$ cat config.mk
export PLATFORM = sky130hd
export DESIGN_NAME = neuron_mac_seq
export DESIGN_NICKNAME = d
export VERILOG_FILES = /design/src/rtl/neuron_mac_seq.sv
export SDC_FILE = /design/constraint.sdc
export NUM_CORES = 1
export LEC_CHECK = 0
export ABC_AREA = 1
export CORE_ASPECT_RATIO = 0.75
export CORE_UTILIZATION = 40
export DETAILED_ROUTE_END_ITERATION = 10
export SLEW_MARGIN = 25
export SYNTH_ARGS = -nofsm -noshare
export SYNTH_HDL_FRONTEND = slang
export SYNTH_SLANG_ARGS = --single-unit
export TNS_END_PERCENT = 5
$ cat constraint.sdc
create_clock -name clk -period 9.6 [get_ports clk]
set_input_delay 2.88 -clock clk [delete_from_list [all_inputs] [get_ports clk]]
set_output_delay 2.88 -clock clk [all_outputs]
set_load 0.1 [all_outputs]
$ cat src/rtl/neuron_mac_seq.sv
// Sequential perceptron: streams N_INPUTS weight*input products into a wide accumulator,
// adds a bias, saturates to Q8.8 and hands out one result. Optional ReLU via NEURON_RELU_EN.
module neuron_mac_seq #(
  parameter int                N_INPUTS = 10,
  parameter int                DATA_W   = 16,
  parameter int                ADDR_W   = 16,
  parameter int                ACC_W    = 40,
  parameter logic [DATA_W-1:0] BIAS     = '0,
  parameter logic [DATA_W-1:0] THRESH   = '0
) (
  input  logic              clk,
  input  logic              rst,
  input  logic              start,
  output logic              busy,
  output logic [ADDR_W-1:0] rom_addr,
  input  logic [DATA_W-1:0] rom_dout,
  input  logic [DATA_W-1:0] x_data,
  input  logic              x_valid,
  output logic              x_ready,
  output logic [DATA_W-1:0] y_data,
  output logic              y_fire,
  output logic              y_valid,
  input  logic              y_ready
);

  typedef enum logic [2:0] {
    S_IDLE,
    S_FETCH,
    S_ACC,
    S_FINISH,
    S_OUT
  } state_t;

  localparam int PROD_W = 2 * DATA_W;

  // Bias moved from Q8.8 into the accumulator's Q24.16 grid.
  localparam logic signed [ACC_W-1:0] BIAS_ACC =
    {{(ACC_W-DATA_W-8){BIAS[DATA_W-1]}}, BIAS, 8'h00};
  localparam logic signed [ACC_W-1:0] S_MAX = ACC_W'({1'b0, {(DATA_W-1){1'b1}}});
  localparam logic signed [ACC_W-1:0] S_MIN = -S_MAX - 1;

  state_t                    state, state_next;
  logic [ADDR_W-1:0]         idx;
  logic signed [ACC_W-1:0]   acc;
  logic signed [PROD_W-1:0]  prod;
  logic signed [ACC_W-1:0]   shifted;
  logic signed [DATA_W-1:0]  sat;
  logic [DATA_W-1:0]         y_next;
  logic                      accept;
  logic                      last;

  assign prod    = $signed(rom_dout) * $signed(x_data);
  assign accept  = x_valid && x_ready;
  assign last    = (idx == ADDR_W'(N_INPUTS));
  assign shifted = acc >>> 8;

  always_comb begin
    if (shifted > S_MAX)      sat = S_MAX[DATA_W-1:0];
    else if (shifted < S_MIN) sat = S_MIN[DATA_W-1:0];
    else                      sat = shifted[DATA_W-1:0];
`ifdef NEURON_RELU_EN
    y_next = sat[DATA_W-1] ? '0 : sat;
`else
    y_next = sat;
`endif
  end

  always_ff @(posedge clk) begin
    if (rst) state <= S_IDLE;
    else     state <= state_next;
  end

  // NOTE: every signal gets a default before the case, so no path can infer a latch.
  always_comb begin
    state_next = state;
    rom_addr   = '0;
    x_ready    = 1'b0;
    case (state)
      S_IDLE:   if (start) state_next = S_FETCH;
      S_FETCH: begin
        rom_addr   = idx;
        state_next = S_ACC;
      end
      S_ACC: begin
        // Address stays put so the registered ROM output remains this element's weight.
        rom_addr = idx;
        x_ready  = 1'b1;
        if (x_valid) state_next = last ? S_FINISH : S_FETCH;
      end
      S_FINISH: state_next = S_OUT;
      S_OUT:    if (y_ready) state_next = S_IDLE;
      default:  state_next = S_IDLE;
    endcase
  end

  // NOTE: state registers use non-blocking assignments so all of them update together.
  always_ff @(posedge clk) begin
    if (rst) begin
      idx     <= ADDR_W'(1);
      acc     <= '0;
      busy    <= 1'b0;
      y_data  <= '0;
      y_fire  <= 1'b0;
      y_valid <= 1'b0;
    end else begin
      case (state)
        S_IDLE: if (start) begin
          acc  <= BIAS_ACC;
          idx  <= ADDR_W'(1);
          busy <= 1'b1;
        end
        S_ACC: if (accept) begin
          acc <= acc + {{(ACC_W-PROD_W){prod[PROD_W-1]}}, prod};
          if (!last) idx <= idx + 1'b1;
        end
        S_FINISH: begin
          y_data  <= y_next;
          y_fire  <= (sat > $signed(THRESH));
          y_valid <= 1'b1;
        end
        S_OUT: if (y_ready) begin
          y_valid <= 1'b0;
          busy    <= 1'b0;
        end
        default: ;
      endcase
    end
  end

endmodule

-- Word-level counts from Yosys, hierarchy flattened
Index checks and enable logic that the tools add are counted.
- output and inout port bits: 36
- logic and storage cells: 54
- memories: 0
- bits of input ports: 37
- memory bits (writable): 0
- bits in latches: 0
- bits in read-only memories: 0
- register bits: 78
- order comparisons: 3
- reductions and logical operators: 11
- muxes and demuxes: 20
- add/subtract/negate cells: 2
- $mul: 1
- equality and inequality tests: 10
- divide/modulo/power cells: 0
- shift-type cells: 0
- bitwise logic cells: 0
- operator list (operator ; number):
    16-bit 2-to-1 mux ; 6
    40-bit 2-to-1 mux ; 2
    40-bit case mux with 2 select lines ; 1
    40-bit adder ; 1
    32-bit by 16-bit greater-than comparator with 1-bit output, second input constant ; 1
    32-bit by 16-bit less-than comparator with 1-bit output, second input constant ; 1
    16-bit by 16-bit multiplier with 32-bit output ; 1
    16-bit case mux with 2 select lines ; 1
    16-bit by 1-bit adder with 16-bit output, second input constant ; 1
    16-bit by 4-bit equality test with 1-bit output, second input constant ; 1
    16-bit by 1-bit greater-than comparator with 1-bit output, second input constant ; 1
    3-bit case mux with 5 select lines ; 1
    2-bit inequality test, second input constant ; 5
    3-bit 2-to-1 mux ; 3
    3-bit AND reduction ; 3
    3-bit by 2-bit equality test with 1-bit output, second input constant ; 2
    2-bit nonzero test ; 3
    1-bit case mux with 2 select lines ; 2
    4-bit AND reduction ; 1
    3-bit by 1-bit equality test with 1-bit output, second input constant ; 1
    3-bit equality test, second input constant ; 1
    3-bit logical NOT ; 1
    1-bit 2-to-1 mux ; 3
    2-bit 2-to-1 mux ; 1
    other kinds (3) ; 3

-- Depth between registers and ports, before layout
Gate-level depths: netlist of the first run.
- depth in word-level cells: 5
- depth in mapped cells: 42
- depth with buffers taken out: 40

-- Least setup slack after synthesis of the first run
Ideal clock, no wire load.
- kind: input port to flip-flop
- start point: in x_data[9]
- end point: reg acc[35]
- required time: 9.468 ns
- arrival time: 9.375 ns
- stages on the path: 37
- slack: 0.093 ns
- cells stage by stage: clkbuf_1 -> clkbuf_1 -> nand2_1 -> fa_1 -> inv_1 -> fa_1 -> inv_1 -> fa_1 -> inv_1 -> fa_1 -> fa_1 -> inv_1 -> fa_1 -> inv_1 -> ha_1 -> nand2_1 -> inv_1 -> nand3_1 -> nor3_1 -> nand4_1 -> nand3_1 -> nand2_1 -> nand2_1 -> a21oi_1 -> xnor2_1 -> ha_1 -> nand2_1 -> nor2_1 -> inv_1 -> nor2_1 -> inv_1 -> nor3_1 -> nand3_1 -> nand3_1 -> a21boi_0 -> o21ai_0 -> a21oi_1
- longest elaborated chain between the ends: 4
- ends and longest elaborated chain (item ; line ; source):
    from (decl) ; 17 ; input logic [DATA_W-1:0] x_data,
    16-bit by 16-bit multiplier with 32-bit output ; 52 ; assign prod = $signed(rom_dout) * $signed(x_data);
    40-bit adder ; 113 ; acc <= acc + {{(ACC_W-PROD_W){prod[PROD_W-1]}}, prod};
    40-bit 2-to-1 mux ; 112 ; S_ACC: if (accept) begin
    40-bit case mux with 2 select lines ; 106 ; case (state)
    to (signal assigned) ; 113 ;
    to (decl) ; 44 ; logic signed [ACC_W-1:0] acc;
Every way passes these cells. The select of a mux whose other input is x is not followed.
A chain may end at the register's enable or synchronous reset.

-- Worst setup path after layout of the first run
- start point: in x_data[12]
- end point: reg acc[36]
The elaborated chain is that of the path after synthesis.

==> impl_metrics.py, run 1 <==
metrics = {
    "yosys": {
        "seq_area_frac_synth_pct": 9.45,
        "synthArstFlopShare_pct": 0,
        "synth_top_area_share_pct": 31.9,
        "ys_ff_latch": 78,
        "mappedNetlistArea_mm2": 0.0165,
        "ys.flop_type": "dfxtp_1",
        "ys.warnings.count": 0,
        "synth_most_common_cell": "inv_1",
        "syn_inst": 2336,
        "yosysUniqueCellTypes": 47,
        "synth_fp_nets": 2761,
        "synth_area_leader_cell": "fa_1",
        "synthTopCellsByArea": "fa_1 (32%), inv_1 (13%), nand2_1 (13%)",
        "avgSynthCellArea_um2": 7.07,
        "synth_edf_count": 0,
        "synthTopCellsByCount": "inv_1 (573), nand2_1 (563), fa_1 (263)",
    },
    "layout": {
        "final_core_util_pct": 53.8,
        "drive_above_1_share_pct": 25.5,
        "final_cell_area_mm2": 0.0219,
        "final_nets": 3104,
        "synthToLayoutAreaGrowth_pct": 32.7,
    },
    "run": {
        "drv_cap": 0,
    },
    "timing": {
        "setup-tns-final_ns": 0,
        "period_share_pct": 97.5,
        "setup_viol": 0,
        "hold-worst-slack_ns": 0.460,
        "clock_skew_ns": 0.0153,
        "max_freq_mhz": 107,
        "relSlewSlack_pct": 32.2,
        "layout_min_cycle_time_ns": 9.36,
        "slew_violations": 0,
        "worst_pin_slew_ns": 1.01,
        "hold_viol": 0,
    },
    "die": {
        "num_io_pins": 73,
        "rows": 64,
        "die_height_um": 178,
        "dieArea_mm2": 0.0421,
        "start_util_pct": 40.5,
        "core_mm2": 0.0408,
        "fp.dieW_um": 237,
    },
    "cts": {
        "cts.path.max_buffers": 2,
        "ctsHoldBuffers": 0,
        "cts_sinks": 78,
        "cts_tree": "built",
        "h-tree-depth": 3,
        "cts-root-buf": "clkbuf_16",
        "clk_latency_ns": 0.37,
        "cts_made_buffers": 9,
        "clk_pin_slew_ns": 0.07,
    },
    "global_route": {
        "grt_usage_pct": 24.5,
        "grt_pass1_vias": 15647,
        "grt_max_degree": 53,
        "overflow": 0,
        "antenna_found_initial": 0,
        "grt_pass1_wl_um": 81400,
    },
    "route": {
        "wl_per_cell_um": 15.8,
        "vias_per_cell": 4.92,
        "drt-total-wl_um": 50900,
        "via_count": 15793,
        "drt_first_pass_iters": 5,
        "drtIter0Drc": 1099,
        "ant_nets": 0,
        "drc": 0,
    },
    "placed_design": {
        "gp_congestion": 0.929,
        "io_buffers": 72,
        "place_hpwl_um": 40600,
        "place_area_mm2": 0.0197,
    },
    "worst_setup_path": {
        "critPathSlowestCell": "fa_2",
        "critPathKind": "in2reg",
        "cp.arrival_ns": 9.59,
        "path_max_fanout": 7,
        "crit_required_ns": 9.82,
        "r2r_cells": 15,
        "slowest_delay_ns": 0.62,
        "critPathLaunchType": "input port",
        "critPathCaptureType": "flop",
    },
    "worst_hold_path": {
        "hold_class": "reg2reg",
        "hold_depth": 2,
    },
    "outcome": {
        "status": "completed",
    },
}
-- area by class of cell --
class	count	area, um^2
fill	3878	18800
multi-input combinational	1599	13700
timing repair buffer	412	3550
inverter	579	2180
sequential	78	1560
tap	528	661
clock buffer	11	243
clock inverter	5	35.0
antenna	1	2.50
-- critical path: cells and delay by family --
kind / cells / cell delay [ns]
buffers and inverters: 13 / 1.27
and+or+nand+nor: 8 / 0.97
adders and majority gates: 8 / 3.78
AOI/OAI and AO/OA: 5 / 0.51
xor gates and xnor gates: 1 / 0.16
-- per-layer routing --
metal / vias to the layer above / share of wire [%] / global-route usage [%]
met1: 7623 / 49 / 37.1
met4: 0 / 0.60 / 2.84
li1: 7717 / - / -
met5: - / 0 / 0
met2: 426 / 42 / 36.4
met3: 27 / 7.8 / 5.46
-- sequential cells by signal, indices dropped and copies added (netlist names) --
name and flops:
idx 16, busy 1, acc 40, y_fire 1, y_data 16, state 3
y_valid 1
-- cells in the final DEF, fill, tap and decap left out, types with 8 or more instances in the layout --
| cell | n |
|---|---|
| inv_1 | 530 |
| nand2_1 | 513 |
| buf_4 | 284 |
| fa_1 | 238 |
| nor2_1 | 124 |
| a21oi_1 | 118 |
| ha_1 | 88 |
| dfxtp_1 | 78 |
| o21ai_0 | 57 |
| nand3_1 | 51 |
| inv_2 | 45 |
| nand2_2 | 44 |
| clkdlybuf4s50_1 | 40 |
| buf_6 | 37 |
| nor2_2 | 35 |
| ha_4 | 34 |
| a21oi_2 | 27 |
| fa_2 | 25 |
| nand4_1 | 22 |
| o21ai_1 | 20 |
| xor2_1 | 18 |
| clkbuf_2 | 17 |
| nor3_1 | 16 |
| nand2_4 | 15 |
| nand3_2 | 12 |
| a21boi_0 | 12 |
| a21o_1 | 12 |
| clkbuf_16 | 12 |
| xnor2_1 | 11 |
| a21boi_1 | 10 |
| buf_12 | 10 |
| nor2_4 | 8 |
| nor4_1 | 8 |
| buf_2 | 8 |
-- path summary, 6_finish.rpt --
check / to / slack (ns) / startpoint
worst min-delay path: y_valid / 0.46 / y_valid
worst max-delay path: acc[36] / 0.24 / x_data[12]
worst max register to register: acc[24] / 6.78 / acc[0]
worst min register to register: y_valid / 0.46 / y_valid
-- cells by family (layout without fill, tap and decap cells) --
kind of cell             count (synthesis)  after routing  share of synthesized area [%]
flip-flops                              78             78                           9.45
XOR/XNOR                                33             33                           1.75
AND/OR/NAND/NOR                        870            870                           21.7
buffers and inverters                  659           1007                           15.1
other                                    0              1                              0
AO/OA/AOI/OAI                          308            308                           10.6
adder cells (fa/ha/maj)                388            388                           41.3
-- timing repair --
item / CTS / global route
cloned: 7 / 4
pin swaps: 117 / 165
setup endpoints to repair: 23 / 24
setup buffers: 32 / 33
gates resized for setup: 193 / 266
-- metrics by stage --
stage / cells / worst slack (ns)
CTS: 3178 / 0.000941
global route: 3212 / -0.0756
detailed placement: 3123 / -1.01
global placement: 3123 / -1.05
finish: 3213 / 0.237
floorplan: 2336 / 0.0927
Power of run 1 is left out: the tool's default activity adds up to more than one toggle a clock period on the data nets, which glitch-free logic cannot reach.
==> inputs of run 2 (changes only) <==
- TNS_END_PERCENT: 5 -> not set
==> results of run 2 <==
Final layout, timing and power as in run 1 (identical DEF).
Power of run 2 is left out for the same reason.
==> inputs of run 3 (changes only) <==
- CTS_CLUSTER_DIAMETER: not set -> 120
- GPL_ROUTABILITY_DRIVEN: not set -> 0
==> impl_metrics.py, run 3 (synthesized netlist as in run 1, its figures left out) <==
metrics = {
    "route": {
        "drt_first_pass_iters": 6,
        "drtIter0Drc": 1338,
        "via_count": 16018,
        "drc": 0,
        "drt-total-wl_um": 50400,
        "wl_per_cell_um": 15.9,
        "ant_nets": 0,
        "vias_per_cell": 5.05,
    },
    "timing": {
        "hold-worst-slack_ns": 0.463,
        "slew_violations": 0,
        "layout_min_cycle_time_ns": 9.44,
        "clock_skew_ns": 0.0151,
        "hold_viol": 0,
        "worst_pin_slew_ns": 0.990,
        "setup_viol": 0,
        "period_share_pct": 98.4,
        "max_freq_mhz": 106,
        "relSlewSlack_pct": 33.8,
    },
    "layout": {
        "finalNonFillerCells": 3174,
        "largest_register_ff_count": 40,
        "layout_commonest_cell": "inv_1",
        "largestRegisters": "acc x40, idx x16, y_data x16",
        "drive_above_1_share_pct": 25.6,
        "final_nets": 3067,
        "final_cell_mix": "inv_1 (520), nand2_1 (507), buf_4 (251), fa_1 (240), nor2_1 (115)",
        "synthToLayoutAreaGrowth_pct": 32.2,
        "max_flop_register": "acc",
        "final_cell_area_mm2": 0.0218,
        "antenna_cells": 0,
    },
    "die": {
        "start_util_pct": 40.5,
        "rows": 64,
        "num_io_pins": 73,
        "die_height_um": 178,
        "fp.dieW_um": 237,
        "dieArea_mm2": 0.0421,
        "core_mm2": 0.0408,
    },
    "cts": {
        "cts_made_buffers": 9,
        "cts_tree": "built",
        "cts-root-buf": "clkbuf_16",
        "clk_latency_ns": 0.36,
        "ctsHoldBuffers": 0,
        "h-tree-depth": 3,
        "cts_sinks": 78,
        "clk_pin_slew_ns": 0.07,
        "cts.path.max_buffers": 2,
    },
    "worst_setup_path": {
        "slowest_delay_ns": 0.62,
        "critPathCaptureType": "flop",
        "critPathKind": "in2reg",
        "crit_family": "adder cells",
        "critPathLaunchType": "input port",
        "path_max_fanout": 7,
        "cp.arrival_ns": 9.66,
        "crit_buf_inv": 11,
        "critPathSlowestCell": "fa_1",
        "crit_required_ns": 9.82,
    },
    "outcome": {
        "status": "completed",
    },
    "run": {
        "drv_cap": 0,
    },
    "placed_design": {
        "place_area_mm2": 0.0195,
        "place_inst": 3102,
        "io_buffers": 72,
        "place_hpwl_um": 40100,
    },
    "global_route": {
        "grt_pass1_wl_um": 78700,
        "grt_usage_pct": 23.3,
        "grt_max_degree": 53,
        "grt_pass1_vias": 15395,
        "antenna_found_initial": 0,
        "overflow": 0,
    },
    "worst_hold_path": {
        "hold_class": "reg2reg",
    },
}
-- run 3: changes by cell type in the layout (fill, tap and decap cells not counted), moves of 11 or more --
cell / before / now
a21oi_1: 118 / 104
a21oi_2: 27 / 41
buf_4: 284 / 251
inv_2: 45 / 56
-- run 3: path summary, 6_finish.rpt --
path                start       to  slack (ns)  cells after the start
max          rom_dout[12]  acc[36]        0.16                     34
min                  busy     busy        0.46                      2
max reg2reg        acc[0]  acc[32]        6.65                     15
min reg2reg          busy     busy        0.46                      2
-- run 3: final cells by class --
class | instances | area, um^2
Fill cell | 3841 | 18900
Multi-Input combinational cell | 1599 | 13800
Timing Repair Buffer | 375 | 3300
Inverter | 579 | 2190
Sequential cell | 78 | 1560
Tap cell | 528 | 661
Clock buffer | 10 | 239
Clock inverter | 5 | 83.8
-- run 3: tightest hold or removal path, delay by kind of cell (launching register included) --
kind               cells  cell delay, ns
and+or+nand+nor        1            0.06
DFF                    1            0.31
AOI/OAI and AO/OA      1            0.05
-- run 3: metal layers --
layer	up-vias	part of all wire, %	GRT usage [%]	routed length [um]
met5	-	0	0	0
met4	0	0.87	2.60	441
met3	59	8.9	3.59	4490
met2	541	43	34.7	21700
met1	7784	47	36.2	23900
li1	7634	-	-	-
-- run 3: metrics by stage --
stage | TNS, ns | utilization, % | worst slack [ns]
floorplan | 0 | - | 0.0927
global placement | -12.72 | 47.9 | -0.727
detailed placement | -14.89 | 47.9 | -0.807
CTS | -0.0373 | 50.4 | -0.0240
global route | -0.520 | 53.6 | -0.107
finish | 0 | 53.6 | 0.155
-- run 3: timing repair --
| item | in CTS | in global routing |
|---|---|---|
| cloned | 2 | 5 |
| setup buffers | 18 | 32 |
| gates resized for setup | 129 | 349 |
| pin swaps | 66 | 187 |
| endpoints found under the setup margin | 23 | 25 |
Power of run 3 is left out for the same reason.
==> RTL change 1: new RTL, config.mk and constraints of run 3 <==
Set the parameter `N_INPUTS` to 5 (it was 10).
--- a/src/rtl/neuron_mac_seq.sv
+++ b/src/rtl/neuron_mac_seq.sv
@@ -3,3 +3,3 @@
 module neuron_mac_seq #(
-  parameter int                N_INPUTS = 10,
+  parameter int                N_INPUTS = 5,
   parameter int                DATA_W   = 16,
Check against the original RTL: same outputs for any inputs over 10 cycles, from zero or initial values and one cycle with rst high; that may be too few to reach the edited logic, so the function may still have changed.
==> RTL change 1 against run 3 <==
Area after synthesis down 0.13%. Worst setup slack better by 0.056 ns. Wire length down 2.8%. Largest cell class unchanged. Highest routed layer unchanged. Sequential cell count unchanged. Die area down 0.13%. Worst hold slack better by 0.0048 ns. Final area down 1.9%.
Power is left out: the tool's default activity adds up to more than one toggle a clock period on the data nets, which glitch-free logic cannot reach.
==> RTL change 1: results (changes against run 3) <==
ys_top_cells_by_area: "fa_1 32%, inv_1 13%, nand2_1 13%"
first_iter_violations: 1242  # -7.2%
worstMarginPinSlew_ns: 0.990  # -0.0000435 ns
yosys_warnings: 0  # unchanged
grt_pass1_wl_mm: 77.2  # -2.0%
grt_pass1_vias: 15054  # -2.2%
skew_ns: 0.0102  # -0.00488 ns
synth_cell_type_count: 51  # +8.5%
place_inst: 3097  # -0.16%
cp_data_arrival_time_ns: 9.69  # +0.03 ns
clock_latency_ns: 0.37
dp_hpwl_mm: 39.8  # -0.71%
drive_gt1_frac: 0.221  # -0.0350
antenna_found_initial: 0  # unchanged
hp-start: "acc[0]"
final.setup.tns_ns: 0  # unchanged
synth.cells.most_frequent: "563 x inv_1, 552 x nand2_1, 263 x fa_1, 150 x nor2_1, 147 x a21oi_1"
vias: 15627  # -2.4%
grt_usage: 0.231  # -0.00172
nNetsFinal: 3046  # -0.68%
grt_max_degree: 49  # -7.5%
diodes: 0  # unchanged
h-tree-depth: 3  # unchanged
wl_per_cell_um: 15.5  # -2.2%
synth_ff_type: "dfxtp_1"
post-synth-top-count-cell: "inv_1"
cp_max_fo: 5  # -2
cpPeakStageDelay_ns: 0.54  # -0.08 ns
drt_pass1_iterations: 6  # unchanged
root_buffer: "clkbuf_16"
ys_async_sr_fraction: 0  # unchanged
crit_slowest_cell: "fa_2"
largestRegisters: "acc x40, idx x16, y_data x16"
ys_seq_area_frac: 0.0946  # +0.000122
clockBufferDepth: 2  # unchanged
post-place-ws_ns: -0.754  # +0.0529 ns
hold_class: "reg2reg"
crit_start: "rom_dout[12]"
synth_fp_nets: 2746  # -0.54%
r2r-start: "acc[0]"
final-hold-violation-count: 0  # unchanged
clkTransAtPathRegs_ns: 0.07  # about the same
drt-total-wl_mm: 49.0  # -2.8%
outcome: "finished clean"
io_buffer_count: 72  # unchanged
numCtsBuffers: 9  # unchanged
syn_avg_cell_area_sq_um: 7.11  # +0.52%
RTL change 1: final timing paths:
check	cells after the start	endpoint	slack [ns]
worst min register to register	2	acc[0]	0.47
worst min-delay path	2	acc[0]	0.47
worst max-delay path	33	acc[35]	0.21
worst max register to register	14	acc[32]	6.60
RTL change 1: kinds of logic after synthesis:
kind of cell	after synthesis	share of synthesized area
adders and majority gates	388	0.414
DFF	78	0.0946
AOI/OAI and AO/OA	314	0.108
xor gates and xnor gates	30	0.0159
and+or+nand+nor	854	0.216
buffers and inverters	657	0.151
RTL change 1: routing by layer:
| layer | up-vias | routed length [um] | global-route usage |
|---|---|---|---|
| li1 | 7584 | - | - |
| met1 | 7549 | 23900 | 0.355 |
| met2 | 475 | 20300 | 0.330 |
| met3 | 19 | 4590 | 0.0608 |
| met4 | 0 | 215 | 0.0246 |
| met5 | - | 0 | 0 |
RTL change 1: through the flow:
stage / instance area, sq um / hold WS, ns
2_1_floorplan: 16500 / 0.444
3_3_place_gp: 19600 / 0.451
3_5_place_dp: 19600 / 0.460
4_1_cts: 20700 / 0.471
5_1_grt: 21400 / 0.504
6_report: 21400 / 0.468
RTL change 1: cell type report:
class | instances | area (sq um)
clock buffer | 10 | 229
clock inverter | 6 | 72.6
fill | 3859 | 19300
inverter | 579 | 2180
multi-input combinational | 1586 | 13500
sequential | 78 | 1560
tap | 528 | 661
timing repair buffer | 367 | 3260
RTL change 1: repair_timing:
action | 4_1_cts | 5_1_grt
buffers inserted | 15 | 16
resized for setup | 139 | 200
setup endpoints to repair | 23 | 26
gates cloned | 4 | 5
pin swaps | 67 | 122
RTL change 1: critical path: cells and delay by family:
family	cells	cell delay, ns
buffers and inverters	9	0.91
AOI/OAI and AO/OA	7	0.89
and+or+nand+nor	8	0.99
adders and majority gates	8	3.64
xor gates and xnor gates	1	0.37
==> RTL change 2: new RTL, settings of run 3 <==
Made on the original files. Re-encode `state_t` (5 states) as one-hot, 5 bits wide.
--- a/src/rtl/neuron_mac_seq.sv
+++ b/src/rtl/neuron_mac_seq.sv
@@ -25,8 +25,8 @@
 
-  typedef enum logic [2:0] {
-    S_IDLE,
-    S_FETCH,
-    S_ACC,
-    S_FINISH,
-    S_OUT
+  typedef enum logic [4:0] {
+    S_IDLE   = 5'b00001,
+    S_FETCH  = 5'b00010,
+    S_ACC    = 5'b00100,
+    S_FINISH = 5'b01000,
+    S_OUT    = 5'b10000
   } state_t;
Behaviour: no difference found for any inputs over 10 cycles, from zero or initial values and one cycle with rst high; not proved beyond that.
==> RTL change 2 against run 3 <==
Maximum frequency hardly changed. Die area increased by 2.3%. Count of clock-buffer cells in the layout down 1. Wire length increased by 4.9%. Final area is 2.9% higher. Worst setup slack got worse by 0.0015 ns. Clock skew is 0.00051 ns higher. Area after synthesis grew 2.3%. Sequential cell count grew 2. First-iteration DRC count fell by 7.3%.
Power is left out: the tool's default activity adds up to more than one toggle a clock period on the data nets, which glitch-free logic cannot reach.
==> RTL change 2: results (changes against run 3) <==
cpPeakStageDelay_ns: 0.54  # -0.08 ns
dp_hpwl_mm: 42.7  # +6.4%
ys_async_sr_fraction: 0  # unchanged
wl_per_cell_um: 15.7  # -0.90%
crit_slowest_cell: "fa_1"
grt_usage: 0.244  # +0.0107
numCtsBuffers: 9  # unchanged
clockBufferDepth: 2  # unchanged
grt_max_degree: 62  # +17%
ys_top_cells_by_area: "fa_1 31%, nand2_1 14%, inv_1 13%"
root_buffer: "clkbuf_16"
synth_fp_nets: 2855  # +3.4%
grt_pass1_wl_mm: 83.6  # +6.2%
vias: 16726  # +4.4%
yosys_warnings: 0  # unchanged
diodes: 0  # unchanged
hold_class: "reg2reg"
skew_ns: 0.0156  # +0.000506 ns
ys_seq_area_frac: 0.0948  # +0.000249
synth_cell_type_count: 48  # +2.1%
io_buffer_count: 72  # unchanged
outcome: "finished clean"
clock_latency_ns: 0.38  # +0.02 ns
grt_pass1_vias: 16321  # +6.0%
nNetsFinal: 3218  # +4.9%
synth.cells.most_frequent: "624 x nand2_1, 586 x inv_1, 263 x fa_1, 163 x nor2_1, 142 x a21oi_1"
first_iter_violations: 1240  # -7.3%
largestRegisters: "acc x40, idx x16, y_data x16"
antenna_found_initial: 0  # unchanged
drive_gt1_frac: 0.244  # -0.0118
drt_pass1_iterations: 7  # +1
clkTransAtPathRegs_ns: 0.08
cp_data_arrival_time_ns: 9.67  # about the same
synth_ff_type: "dfxtp_1"
max-slew-margin-rel: 0.313  # -0.0251
h-tree-depth: 3  # unchanged
cp_max_fo: 6  # -1
==> RTL change 2: cell type report <==
cell class | count | area [sq um]
fillers | 3849 | 18800
multi-input cells | 1677 | 13900
repair buffers | 435 | 3740
inverters | 590 | 2220
flip-flops and latches | 80 | 1600
well taps | 561 | 702
clock buffers | 9 | 225
clock inverters | 7 | 61.3
==> RTL change 2: through the flow <==
stage / area [sq um] / setup TNS (ns) / hold slack (ns) / cells / setup WS [ns]
2_1_floorplan: 16900 / 0 / 0.444 / 2430 / 0.116
6_report: 22500 / 0 / 0.468 / 3359 / 0.154
3_5_place_dp: 20400 / -17.06 / 0.462 / 3282 / -0.877
3_3_place_gp: 20400 / -14.28 / 0.452 / 3282 / -0.821
5_1_grt: 22500 / -0.548 / 0.495 / 3359 / -0.0919
4_1_cts: 21600 / -0.000454 / 0.472 / 3328 / -0.000454
==> RTL change 2: cells by family after synthesis <==
kind of cell | Yosys count | synth area share
and+or+nand+nor | 980 | 0.240
buffers and inverters | 673 | 0.151
adders and majority gates | 388 | 0.404
AOI/OAI and AO/OA | 274 | 0.0914
DFF | 80 | 0.0948
xor gates and xnor gates | 35 | 0.0181
==> RTL change 2: critical path, delay by kind of cell <==
family                   cells  cell delay [ns]
buffers and inverters       11             1.34
adder cells (fa/ha/maj)      8             3.45
XOR/XNOR                     1             0.18
AO/OA/AOI/OAI                8             1.14
AND/OR/NAND/NOR              6             0.65
==> RTL change 2: what timing repair did <==
item,4_1_cts,5_1_grt
gates cloned,3,3
setup endpoints to repair,26,29
buffers inserted,27,30
pin swaps,76,132
hold buffers,0,0
gates resized for setup,174,238
==> RTL change 2: path summary, 6_finish.rpt <==
kind,start,end,slack [ns],depth (start not counted)
setup / recovery,rom_dout[1],acc[30],0.15,34
hold / removal,acc[0],acc[0],0.47,2
setup reg to reg,acc[0],acc[32],6.60,12
hold reg to reg,acc[0],acc[0],0.47,2
==> RTL change 2: routing by layer <==
metal  track usage  share of wire
met4        0.0318         0.0082
met3        0.0614          0.094
met5             0              0
met2         0.353           0.43
met1         0.370           0.47
